File: src/rtl/inst_fetch_queue_if.sv
// Handshake bundle between the fetch stage, the instruction fetch queue and decode.
// master = the fetch/decode side that drives the queue, slave = the queue itself.
interface inst_fetch_queue_if #(
    parameter int DEPTH  = 4,
    parameter int ADDR_W = 32,
    parameter int INST_W = 32
);
    localparam int CNT_W = $clog2(DEPTH + 1);

    logic              flush_i;
    logic              push_valid_i;
    logic [ADDR_W-1:0] push_pc_i;
    logic [INST_W-1:0] push_inst_i;
    logic              push_ready_o;
    logic              pop_valid_o;
    logic [ADDR_W-1:0] pop_pc_o;
    logic [INST_W-1:0] pop_inst_o;
    logic              pop_ready_i;
    logic [CNT_W-1:0]  count_o;

    modport master (
        output flush_i, push_valid_i, push_pc_i, push_inst_i, pop_ready_i,
        input  push_ready_o, pop_valid_o, pop_pc_o, pop_inst_o, count_o
    );

    modport slave (
        input  flush_i, push_valid_i, push_pc_i, push_inst_i, pop_ready_i,
        output push_ready_o, pop_valid_o, pop_pc_o, pop_inst_o, count_o
    );
endinterface

File: src/rtl/inst_fetch_queue.sv
// Circular instruction fetch queue (PC + instruction word) with branch flush.
// Define FETCH_QUEUE_BYPASS_EN to forward a push straight to the pop outputs when the queue is empty.
module inst_fetch_queue #(
    parameter int DEPTH  = 4,
    parameter int ADDR_W = 32,
    parameter int INST_W = 32
) (
    input  logic                clk,
    input  logic                rst,
    inst_fetch_queue_if.slave   bus
);
    localparam int PTR_W = $clog2(DEPTH);
    localparam int CNT_W = $clog2(DEPTH + 1);
    localparam logic [CNT_W-1:0] FULL_CNT = CNT_W'(DEPTH);
    localparam logic [PTR_W:0]   PTR_ONE  = (PTR_W + 1)'(1);
    localparam logic [CNT_W-1:0] CNT_ONE  = CNT_W'(1);

    logic [ADDR_W-1:0] pc_mem   [DEPTH];
    logic [INST_W-1:0] inst_mem [DEPTH];

    // Pointers carry one extra wrap bit above the index.
    logic [PTR_W:0]    wr_ptr_q, wr_ptr_d;
    logic [PTR_W:0]    rd_ptr_q, rd_ptr_d;
    logic [CNT_W-1:0]  count_q,  count_d;

    logic              queue_live_s;
    logic              stored_valid_s;
    logic              bypass_s;
    logic              push_ready_s;
    logic              pop_valid_s;
    logic [ADDR_W-1:0] pop_pc_s;
    logic [INST_W-1:0] pop_inst_s;
    logic              push_fire_s;
    logic              pop_fire_s;
    logic              do_push_s;
    logic              do_pop_s;

    assign queue_live_s   = !rst && !bus.flush_i;
    assign stored_valid_s = queue_live_s && (count_q != {CNT_W{1'b0}});
    assign push_ready_s   = queue_live_s && (count_q != FULL_CNT);

`ifdef FETCH_QUEUE_BYPASS_EN
    assign bypass_s = queue_live_s && (count_q == {CNT_W{1'b0}}) && bus.push_valid_i;
`else
    assign bypass_s = 1'b0;
`endif

    // Head selection: forwarded push, stored head entry, or zeros when nothing is valid.
    always_comb begin
        pop_valid_s = 1'b0;
        pop_pc_s    = {ADDR_W{1'b0}};
        pop_inst_s  = {INST_W{1'b0}};
`ifdef FETCH_QUEUE_BYPASS_EN
        if (bypass_s) begin
            pop_valid_s = 1'b1;
            pop_pc_s    = bus.push_pc_i;
            pop_inst_s  = bus.push_inst_i;
        end else if (stored_valid_s) begin
            pop_valid_s = 1'b1;
            pop_pc_s    = pc_mem[rd_ptr_q[PTR_W-1:0]];
            pop_inst_s  = inst_mem[rd_ptr_q[PTR_W-1:0]];
        end else begin
            pop_valid_s = 1'b0;
            pop_pc_s    = {ADDR_W{1'b0}};
            pop_inst_s  = {INST_W{1'b0}};
        end
`else
        if (stored_valid_s) begin
            pop_valid_s = 1'b1;
            pop_pc_s    = pc_mem[rd_ptr_q[PTR_W-1:0]];
            pop_inst_s  = inst_mem[rd_ptr_q[PTR_W-1:0]];
        end else begin
            pop_valid_s = 1'b0;
            pop_pc_s    = {ADDR_W{1'b0}};
            pop_inst_s  = {INST_W{1'b0}};
        end
`endif
    end

    assign push_fire_s = bus.push_valid_i && push_ready_s;
    assign pop_fire_s  = pop_valid_s && bus.pop_ready_i;
    // A forwarded entry consumed in the same cycle never touches storage.
    assign do_push_s   = push_fire_s && !(bypass_s && bus.pop_ready_i);
    assign do_pop_s    = pop_fire_s && !bypass_s;

    // Next-state for pointers and occupancy; flush discards everything including same-cycle traffic.
    always_comb begin
        wr_ptr_d = wr_ptr_q;
        rd_ptr_d = rd_ptr_q;
        count_d  = count_q;
        if (bus.flush_i) begin
            wr_ptr_d = {(PTR_W + 1){1'b0}};
            rd_ptr_d = {(PTR_W + 1){1'b0}};
            count_d  = {CNT_W{1'b0}};
        end else begin
            if (do_push_s) begin
                wr_ptr_d = wr_ptr_q + PTR_ONE;
            end else begin
                wr_ptr_d = wr_ptr_q;
            end
            if (do_pop_s) begin
                rd_ptr_d = rd_ptr_q + PTR_ONE;
            end else begin
                rd_ptr_d = rd_ptr_q;
            end
            case ({do_push_s, do_pop_s})
                2'b10:   count_d = count_q + CNT_ONE;
                2'b01:   count_d = count_q - CNT_ONE;
                default: count_d = count_q;
            endcase
        end
    end

    // State registers; reset outranks flush and all traffic.
    always_ff @(posedge clk) begin
        if (rst) begin
            wr_ptr_q <= {(PTR_W + 1){1'b0}};
            rd_ptr_q <= {(PTR_W + 1){1'b0}};
            count_q  <= {CNT_W{1'b0}};
        end else begin
            wr_ptr_q <= wr_ptr_d;
            rd_ptr_q <= rd_ptr_d;
            count_q  <= count_d;
        end
    end

    // Storage write port; contents are deliberately left unreset.
    always_ff @(posedge clk) begin
        if (do_push_s) begin
            pc_mem[wr_ptr_q[PTR_W-1:0]]   <= bus.push_pc_i;
            inst_mem[wr_ptr_q[PTR_W-1:0]] <= bus.push_inst_i;
        end
    end

    assign bus.push_ready_o = push_ready_s;
    assign bus.pop_valid_o  = pop_valid_s;
    assign bus.pop_pc_o     = pop_pc_s;
    assign bus.pop_inst_o   = pop_inst_s;
    assign bus.count_o      = count_q;
endmodule

File: src/flat_wrapper.sv
// flat-port wrapper written by rule: the top's interface ports become plain ports
module inst_fetch_queue_flat 
#(
    parameter int DEPTH  = 4,
    parameter int ADDR_W = 32,
    parameter int INST_W = 32
)
  (clk, rst, bus_flush_i, bus_push_valid_i, bus_push_pc_i, bus_push_inst_i, bus_pop_ready_i, bus_push_ready_o, bus_pop_valid_o, bus_pop_pc_o, bus_pop_inst_o, bus_count_o);
  inst_fetch_queue_if #(.DEPTH(DEPTH), .ADDR_W(ADDR_W), .INST_W(INST_W)) bus_i ();
  input  logic clk;
  input  logic rst;
  input wire logic [$bits(bus_i.flush_i)-1:0] bus_flush_i;
  input wire logic [$bits(bus_i.push_valid_i)-1:0] bus_push_valid_i;
  input wire logic [$bits(bus_i.push_pc_i)-1:0] bus_push_pc_i;
  input wire logic [$bits(bus_i.push_inst_i)-1:0] bus_push_inst_i;
  input wire logic [$bits(bus_i.pop_ready_i)-1:0] bus_pop_ready_i;
  output wire logic [$bits(bus_i.push_ready_o)-1:0] bus_push_ready_o;
  output wire logic [$bits(bus_i.pop_valid_o)-1:0] bus_pop_valid_o;
  output wire logic [$bits(bus_i.pop_pc_o)-1:0] bus_pop_pc_o;
  output wire logic [$bits(bus_i.pop_inst_o)-1:0] bus_pop_inst_o;
  output wire logic [$bits(bus_i.count_o)-1:0] bus_count_o;
  assign bus_i.flush_i = bus_flush_i;
  assign bus_i.push_valid_i = bus_push_valid_i;
  assign bus_i.push_pc_i = bus_push_pc_i;
  assign bus_i.push_inst_i = bus_push_inst_i;
  assign bus_i.pop_ready_i = bus_pop_ready_i;
  assign bus_push_ready_o = bus_i.push_ready_o;
  assign bus_pop_valid_o = bus_i.pop_valid_o;
  assign bus_pop_pc_o = bus_i.pop_pc_o;
  assign bus_pop_inst_o = bus_i.pop_inst_o;
  assign bus_count_o = bus_i.count_o;
  inst_fetch_queue #(.DEPTH(DEPTH), .ADDR_W(ADDR_W), .INST_W(INST_W)) u_core (.clk(clk), .rst(rst), .bus(bus_i));
endmodule
File: config.mk
export PLATFORM = sky130hd
export DESIGN_NAME = inst_fetch_queue_flat
export DESIGN_NICKNAME = d
export VERILOG_FILES = /design/src/rtl/inst_fetch_queue_if.sv /design/src/rtl/inst_fetch_queue.sv /design/src/flat_wrapper.sv
export SDC_FILE = /design/constraint.sdc
export NUM_CORES = 1
export LEC_CHECK = 0
export ABC_AREA = 1
export ABC_CLOCK_PERIOD_IN_PS = 4780
export CORE_ASPECT_RATIO = 1.2
export CORE_MARGIN = 3
export CORE_UTILIZATION = 50
export DETAILED_ROUTE_END_ITERATION = 8
export HOLD_SLACK_MARGIN = 0.05
export PLACE_DENSITY = 0.85
export SETUP_SLACK_MARGIN = 0.2
export SLEW_MARGIN = 25
export SYNTH_ARGS = -nofsm -noshare
export SYNTH_HDL_FRONTEND = slang
export SYNTH_SLANG_ARGS = --single-unit
File: constraint.sdc
create_clock -name clk -period 4.78 [get_ports clk]
set_input_delay 0.956 -clock clk [delete_from_list [all_inputs] [get_ports clk]]
set_output_delay 0.956 -clock clk [all_outputs]
set_load 0.03 [all_outputs]
==> summary by stage <==
Pwr
In this run, flip-flops and latches consume 56.2% of the power. The switching part of the total power is 19.0%. The internal power is roughly 3700 uW. The analysis attributes to cell leakage a power of between 0.004 and 0.005 uW. In this run the power spent charging and discharging nets is 871 uW. The combinational group share of total power is 3.4%.

The power per unit of standard cell area is 358 nW/um^2. The highest ir drop seen on vdd is 0.000326 V. The clock network burns ~40% of the power.

Setup path
Data on the critical path is required at its endpoint by 3.82 ns. The critical path arrival is 3.05 ns. The category of the critical setup timing path is input port to output port.

The highest net fanout along the worst path is 55. The capturing element type of the critical path is an output port. The kind of launch point of the worst setup path is an input port.

Synth
The number of distinct library cells after synthesis is 19. Of the post-synthesis cell area, the dominant cell type holds 73.8%. The mapped cell area is about 10000 sq um. The synthesized netlist cell count is 827. After synthesis, the cell types taking the most area are edfxtp_1, nor2_1, o21ai_0.

The synthesized area per cell is 12.6 sq um. The cell type with the largest total area after synthesis is edfxtp_1. The Yosys step of the flow raised 0 warnings. Sequential elements use 75.5% of the synthesized area.

The synthesized design contains 265 register bits. When the netlist entered floorplanning its net count stood at between 900 and 1000.

STA
The relative slew slack is a little under half. The number of pins with negative max-slew slack in the final report is 0. Setup repair after global routing left no endpoint under its margin.

The number of endpoints with negative hold slack in the final report came to 0. The aggregate negative setup slack is 0 ns. The slack of the critical path is 0.769 ns. The worst clock skew is 0.00528 ns. The worst path in the final design needs a cycle of roughly 4.0 ns, including I/O delays and setup. The post-route fraction of the period consumed by the critical path is 83.9%.

The maximum frequency from static timing analysis is 0.249 GHz. Setup violations remaining at the end of the flow were counted as 0. At the pin with the least slew margin, the transition time is 0.822 ns.

Placement
Routability-driven placement finished with a final weighted congestion of 0.746. Detailed placement finished with a half-perimeter wire length of 13000 microns. OpenSTA, run right after detailed placement, puts the worst setup slack at 0.820 ns.

The total placed instance area is between 10000 and 15000 sq um. Port buffering added 137 buffers.

Run status
The run finished with clean final reports.

Floorplan
The initialized floorplan defines 57 standard-cell rows. about 140 I/O pins were placed. The width of the die is ~140 microns. The die covers 22600 sq um. The starting density of the core is 51.1%. The die is 164 microns tall. The total area inside the core boundary comes to 20400 sq um.

Final layout
Leaving out fill and tap cells, the most frequent cell in the layout is nor2_1. The library cells used most frequently in the layout, excluding fill and tap cells, are nor2_1, edfxtp_1, clkdlybuf4s50_1, o21ai_0, a21oi_1. The count of nets after finishing is 1034. The layout cell share with drive strength beyond 1 is 6.35%. The number of diodes added for antenna fixing is 0. The finished layout cell area is roughly 13000 sq um. The utilization after layout is 62.6%. The area growth from synthesis to layout is 22.6%.

Clock tree
In this run the deepest clock path goes through 3 buffers. TritonCTS built the clock tree. Buffers inserted during clock tree synthesis total 25. The root buffer cell chosen for the clock tree is clkbuf_16. Clock-pin slew was measured on the worst setup and hold paths at ~0.060 ns. The maximum level of the CTS H-tree is 1. Clock tree synthesis found a total of 265 sinks. The buffer count from post-CTS setup fixing is 0.

The source-to-sink clock delay at the later pin of the worst-skew pair is 0.50 ns.

Routing
The post-route DRC violation count is 0. The first detailed-routing pass took 5 iterations. The total via count in the routed design is between 6000 and 7000. Wires add up to 22300 microns.

After detailed routing, the number of vias per cell comes to 5.35. The DRC marker count from the first detailed-route iteration is between 400 and 500. The remaining antenna violation count after routing is 0. The routed wirelength normalized by instance count is 18.0 microns.

GRT
The number of global-route vias before repair is 6642. The first global-routing pass estimated 34200 microns of wire. Entering global routing, the biggest net connects 65 pins.

The total grt overflow is 0. The number of antenna violations at the first check in global routing is 2. The global-route usage over all layers is between 10% and 20%.

Hold path
The path class of the tightest hold or removal check is flip-flop to flip-flop.

Flow run
Across the run, the number of max-cap violations was 0.
[worst paths after layout]
check                                                          end                          startpoint  slack (ns)  cells past startpoint
worst max-delay path                              bus_pop_pc_o[26]                                 rst        0.77                      7
worst min-delay path                                     flip-flop     u_core.rd_ptr_q[0]$_SDFFE_PP0P_        0.51                      2
worst max register to register  u_core.bus.count_o[2]$_SDFFE_PP0P_  u_core.bus.count_o[1]$_SDFFE_PP0P_        2.64                     12
worst min register to register                           flip-flop     u_core.rd_ptr_q[0]$_SDFFE_PP0P_        0.51                      2
[cell usage after synthesis (all sizes together)]
master,instances
and2,1
clkbuf,14
dfxtp,9
nor2,267
inv,20
nand3,5
nand2,15
nand4,1
edfxtp,256
buf,35
fa,1
ha,5
o21ai,130
a21oi,68
[per-stage QoR]
step	instances	power (uW)	hold WS, ns
final	1241	4570	0.510
after global routing	1241	4720	0.513
after CTS	1241	4610	0.501
after detailed placement	1197	2780	0.491
after global placement	1197	2770	0.458
after floorplan	827	2670	0.447
[repair_timing]
action	in CTS	in global routing
hold buffers	0	0
endpoints found under the setup margin	0	1
gates resized for setup	0	1
[routing by layer]
metal	track usage [%]	part of all wire, %	vias up
li1	-	-	3168
met1	22.5	37	3202
met2	36.8	54	225
met3	3.25	5.8	41
met4	5.84	2.4	4
met5	0	0.15	-
[sequential cells by signal (all words and copies together), names as in the netlist, named ones only]
name,cells
u_core.inst_mem,128
u_core.pc_mem,128
u_core.bus.count_o,3
u_core.rd_ptr_q,2
u_core.wr_ptr_q,2
[logic make-up after synthesis]
logic type / share of synthesized area [%]
fa+ha+maj: 0.792
flops: 75.5
simple gates: 10.5
buf+inv: 3.70
compound gates: 9.51
[power groups by stage]
stage                     clock network [uW]  registers [uW]  logic (uW)
after detailed placement                   0            2620         154
after CTS                               1880            2570         155
after global placement                     0            2620         149
after floorplan                            0            2620        49.2
after global routing                    1980            2570         167
final                                   1850            2570         154
[area by class of cell]
cell class / instances / area [sq um]
flip-flops and latches: 265 / 7870
fillers: 1502 / 7620
multi-input cells: 493 / 2200
repair buffers: 154 / 1520
clock buffers: 28 / 637
well taps: 265 / 332
clock inverters: 16 / 130
inverters: 20 / 77.6
[critical path: stages]
cell	delay [ns]
clkdlybuf4s50_1	0.40
nor2_1	0.10
buf_4	0.17
nand2_2	0.19
buf_12	0.24
a21oi_1	0.22
clkdlybuf4s50_1	0.71
No activity file was read; power rests on OpenSTA's default activity.
